<file path="config.mk">
export PLATFORM = sky130hd
export DESIGN_NAME = simon_datapath
export DESIGN_NICKNAME = d
export VERILOG_FILES = /design/src/rtl/simon_datapath.sv
export SDC_FILE = /design/constraint.sdc
export NUM_CORES = 1
export LEC_CHECK = 0
export CAP_MARGIN = 20
export CORE_MARGIN = 2
export CORE_UTILIZATION = 62
export CTS_CLUSTER_DIAMETER = 120
export DETAILED_ROUTE_END_ITERATION = 8
export PLACE_DENSITY = 0.88
export SYNTH_ARGS = -nofsm -noshare
export SYNTH_HDL_FRONTEND = slang
export SYNTH_SLANG_ARGS = --single-unit
</file>
<file path="constraint.sdc">
create_clock -name clk -period 3.45 [get_ports clk]
set_input_delay 0.69 -clock clk [delete_from_list [all_inputs] [get_ports clk]]
set_output_delay 0.69 -clock clk [all_outputs]
set_load 0.01 [all_outputs]
</file>
<file path="src/rtl/simon_datapath.sv">
// Simon datapath: pattern memory, count/index registers and latched level.
// Exposes the status flags the controller branches on and drives the pattern LEDs.
module simon_datapath #(
   parameter int WIDTH     = 4,
   parameter int ADDR_BITS = 6
) (
   input  logic             clk,
   input  logic             rst,
   input  logic             level_sw,
   input  logic [WIDTH-1:0] pattern_sw,
   input  logic             count_cnt,
   input  logic             count_clr,
   input  logic             index_cnt,
   input  logic             index_clr,
   input  logic             w_en,
   input  logic             disp_mem,
   input  logic             load_level,
   output logic             pattern_valid,
   output logic             index_lt_count,
   output logic             pattern_eq_mem,
   output logic [WIDTH-1:0] pattern_leds,
   output logic             level
);

   localparam int                   DEPTH    = 2 ** ADDR_BITS;
   localparam logic [ADDR_BITS-1:0] MAX_ADDR = {ADDR_BITS{1'b1}};
   localparam logic [WIDTH-1:0]     ONE_W    = {{(WIDTH-1){1'b0}}, 1'b1};

   logic [ADDR_BITS-1:0] count_q, count_d;
   logic [ADDR_BITS-1:0] index_q, index_d;
   logic                 level_q, level_d;
   logic [WIDTH-1:0]     mem_q [DEPTH];
   logic [WIDTH-1:0]     rd_data;
   logic                 sw_onehot;

   always_comb begin
      count_d = count_q;
      index_d = index_q;
      level_d = level_q;
      // clear beats increment; both counters stick at the top address
      if (count_clr) begin
         count_d = '0;
      end else if (count_cnt && (count_q != MAX_ADDR)) begin
         count_d = count_q + 1'b1;
      end
      if (index_clr) begin
         index_d = '0;
      end else if (index_cnt && (index_q != MAX_ADDR)) begin
         index_d = index_q + 1'b1;
      end
      if (load_level) begin
         level_d = level_sw;
      end
   end

   always_ff @(posedge clk) begin
      if (!rst) begin
         count_q <= '0;
         index_q <= '0;
      end else begin
         count_q <= count_d;
         index_q <= index_d;
      end
   end

   // Level and memory ignore reset: the controller loads level while holding reset.
   always_ff @(posedge clk) begin
      level_q <= level_d;
      if (w_en) begin
         mem_q[count_q] <= pattern_sw;
      end
   end

   assign rd_data   = mem_q[index_q];
   assign sw_onehot = (pattern_sw != '0) && ((pattern_sw & (pattern_sw - ONE_W)) == '0);

   assign pattern_valid  = level_q ? 1'b1 : sw_onehot;
   assign index_lt_count = (index_q < count_q);
   assign pattern_eq_mem = (pattern_sw == rd_data);
   assign pattern_leds   = disp_mem ? rd_data : pattern_sw;
   assign level          = level_q;

endmodule

</file>
==> metrics <==
Max clock buf depth=3; first-pass GRT wire length=approximately 47,000 microns; sum of internal, switching and leakage power=approximately 0.0067 W; Nets=about 780; proportion of synthesized chip area in sequential cells=71.9%; most area-consuming cells after synthesis=edfxtp_1 69%, mux4_2 11%, dfxtp_1 3.2%, nor2_1 2.9%, mux2i_1 2.5%; most common cell in the synthesized netlist=edfxtp_1; area overhead of the layout relative to synthesis=18.5%; chip height=139 microns; setup repair after global routing missed its margin=true; via-per-instance ratio=just over 7; maximum number of pins on one net before global-route repair=45; area of combinational cells with multiple inputs=approximately 3200 sq um; commonest cells in the synthesized netlist=257 x edfxtp_1, 88 x nor2_1, 53 x mux4_2; max-capacitance violation count=0; number of CTS-inserted buffers=27; setup tns final=-1.26 ns; Antenna Diode Count=0; distinct cell type count after synthesis=53; post-cts hold buffer count=0; count of input and output buffers=21; Data required, critical path=2.76 ns; Die ar.=just under 20,000 sq um; routability congestion estimate=around 0.96; post-synth top area cell=edfxtp_1; Clk pin slew, worst setup/hold paths=~0.060 ns; commonest register cell after synthesis=edfxtp_1; total count of hold-check failures in the final report=0; number of storage elements in the synthesis netlist=275; number of violations reported at the end of detailed-routing iteration 0=between 1,000 and 1,500; net count after synthesis=just under 700; overflow left after global routing=0; final worst path period share=113%; highest net fanout along the worst path=5; instance count of the mapped netlist=~660; leakage power=4.28 nW; maximum level of the CTS H-tree=1; total wire length=between 30,000 and 40,000 microns; status=finished, violations left; Post-Synthesis Cell Area=around 11,000 sq um; slew at the pin with the worst max-slew slack=roughly 0.79 ns; minimum period implied by the final worst setup slack=between 3 and 4 ns; post-detailed-placement half-perimeter wirelength=between 15,000 and 20,000 microns; clock latency on the worst-skew pair=roughly 0.55 ns; relative slew slack=approximately 47%; number of failing setup endpoints in the final timing report=5; share of the synthesized area in the top cell type=between 60% and 70%; kind of path behind the tightest hold check=in2reg; fill count=between 900 and 1,000; Max Clock Freq=256 MHz; Antenna Nets Post-Route=0; Core Area=about 18,000 sq um; via count=7,133; global router's overall resource usage=between 30% and 40%; Avg Synthesized Cell Area=~17 sq um; site row count=~50; post-route worst setup slack=-0.453 ns; Data arrival, critical path=between 3 and 4 ns; initial antenna violation count=0; sequential cell area=about 8100 sq um; violations in the final reports=setup timing; vias in the first global route=around 7,200; CTS tree=yes; initial cell density of the core=between 60% and 70%; First-pass DRT Iterations=8; sort of element at the end of the critical path=output pin; ports placed on the boundary=22; FFs w/ async S/R, synth=0%; Warnings, synthesis=0; startpoint class of the critical path=flop; Root Buffer Master=clkbuf_16; max-slew violations=0; number of clock sinks=275; horizontal die dimension=between 100 and 150 microns; remaining routing DRC violations=0; Post-Place Worst Slack=-0.423 ns; CP Class=reg2out; share of post-route cells with drive strength above 1=a little under 30%; final routed wire length divided by cell count=31.5 microns; pwr dens=around 510 nW/um^2; count of flip-flops with a built-in enable after synthesis=roughly 260; IR drop worst, VDD=0.731 mV; setup skew after layout=about 0.012 ns
power by group:
part           switching [W]  total (W)  internal (W)
combinational       0.000185   0.000335      0.000150
clock                0.00125    0.00275       0.00150
sequential        0.00000979    0.00366       0.00365
worst paths after layout:
kind | start | endpoint | slack [ns] | cells past startpoint
worst max register to register | count_q[4] | mem_q[52][3] | 1.03 | 4
worst min-delay path | pattern_sw[1] | mem_q[27][1] | 0.53 | 1
worst min register to register | index_q[1] | flop | 0.60 | 2
worst max-delay path | flop | pattern_eq_mem | -0.45 | 10
critical path, cell delays in order (launching register included):
cell      delay, ns
dfxtp_4        0.40
buf_12         0.12
buf_12         0.14
mux4_2         0.54
nand2b_4       0.16
o211a_1        0.12
o211ai_1       0.33
a22oi_2        0.17
xor2_1         0.18
nor4_2         0.30
buf_2          0.20
placed cells by master, fill, tap and decap left out, types with 7 or more instances in the layout:
| master | n |
|---|---|
| nor2b_1 | 8 |
| buf_12 | 9 |
| o21ai_0 | 11 |
| clkdlybuf4s50_1 | 12 |
| dfxtp_1 | 13 |
| buf_4 | 59 |
| clkbuf_16 | 27 |
| nand3_1 | 17 |
| edfxtp_1 | 257 |
| nand2_1 | 23 |
| nor2_1 | 87 |
| nand2b_1 | 7 |
| mux2i_1 | 22 |
| inv_1 | 7 |
| a21oi_1 | 8 |
| ha_1 | 7 |
| clkinv_1 | 10 |
| xor2_1 | 8 |
| mux4_2 | 53 |
stage by stage:
| stage | utilization [%] | hold WS (ns) | cells | cell area (sq um) |
|---|---|---|---|---|
| floorplan | - | 0.489 | 658 | 11200 |
| global placement | 67.3 | 0.530 | 935 | 12100 |
| detailed placement | 67.3 | 0.561 | 935 | 12100 |
| CTS | 73.9 | 0.517 | 998 | 13200 |
| global route | 74.4 | 0.537 | 1001 | 13300 |
| finish | 74.4 | 0.534 | 1001 | 13300 |
cell type report:
| type | count | area share [%] |
|---|---|---|
| tap | 229 | 2.15 |
| timing repair buffer | 96 | 6.86 |
| clock inverter | 17 | 0.817 |
| clock buffer | 30 | 5.16 |
| multi-input combinational | 345 | 24.1 |
| sequential | 275 | 60.7 |
| inverter | 9 | 0.254 |
registers in the layout, indices dropped and copies added, names as in the netlist, named ones only:
name     cells
mem_q      256
count_q      6
index_q      6
level        1
repair_timing:
item                                    in CTS  in global routing
pin swaps                                   14                 14
buffers inserted                            16                  7
cloned                                       2                  0
endpoints found under the setup margin       6                  6
gates resized for setup                     59                 30
metal layers:
metal / GRT usage (%) / part of all wire [%] / vias to the layer above
met5: 0 / 0 / -
met4: 17.7 / 7.6 / 0
met3: 6.53 / 12 / 172
met2: 52.7 / 48 / 703
met1: 43.2 / 32 / 3479
li1: - / - / 2779
cell families (layout without fill, tap and decap cells):
group | count (synthesis) | after routing | share of synthesized area [%]
compound gates | 63 | 63 | 3.83
xor+xnor | 13 | 13 | 1.01
fa+ha+maj | 7 | 7 | 0.779
buf+inv | 38 | 152 | 1.67
flops | 275 | 275 | 71.9
mux | 88 | 88 | 13.8
simple gates | 174 | 174 | 7.02
(Power assumes the default switching activity.)
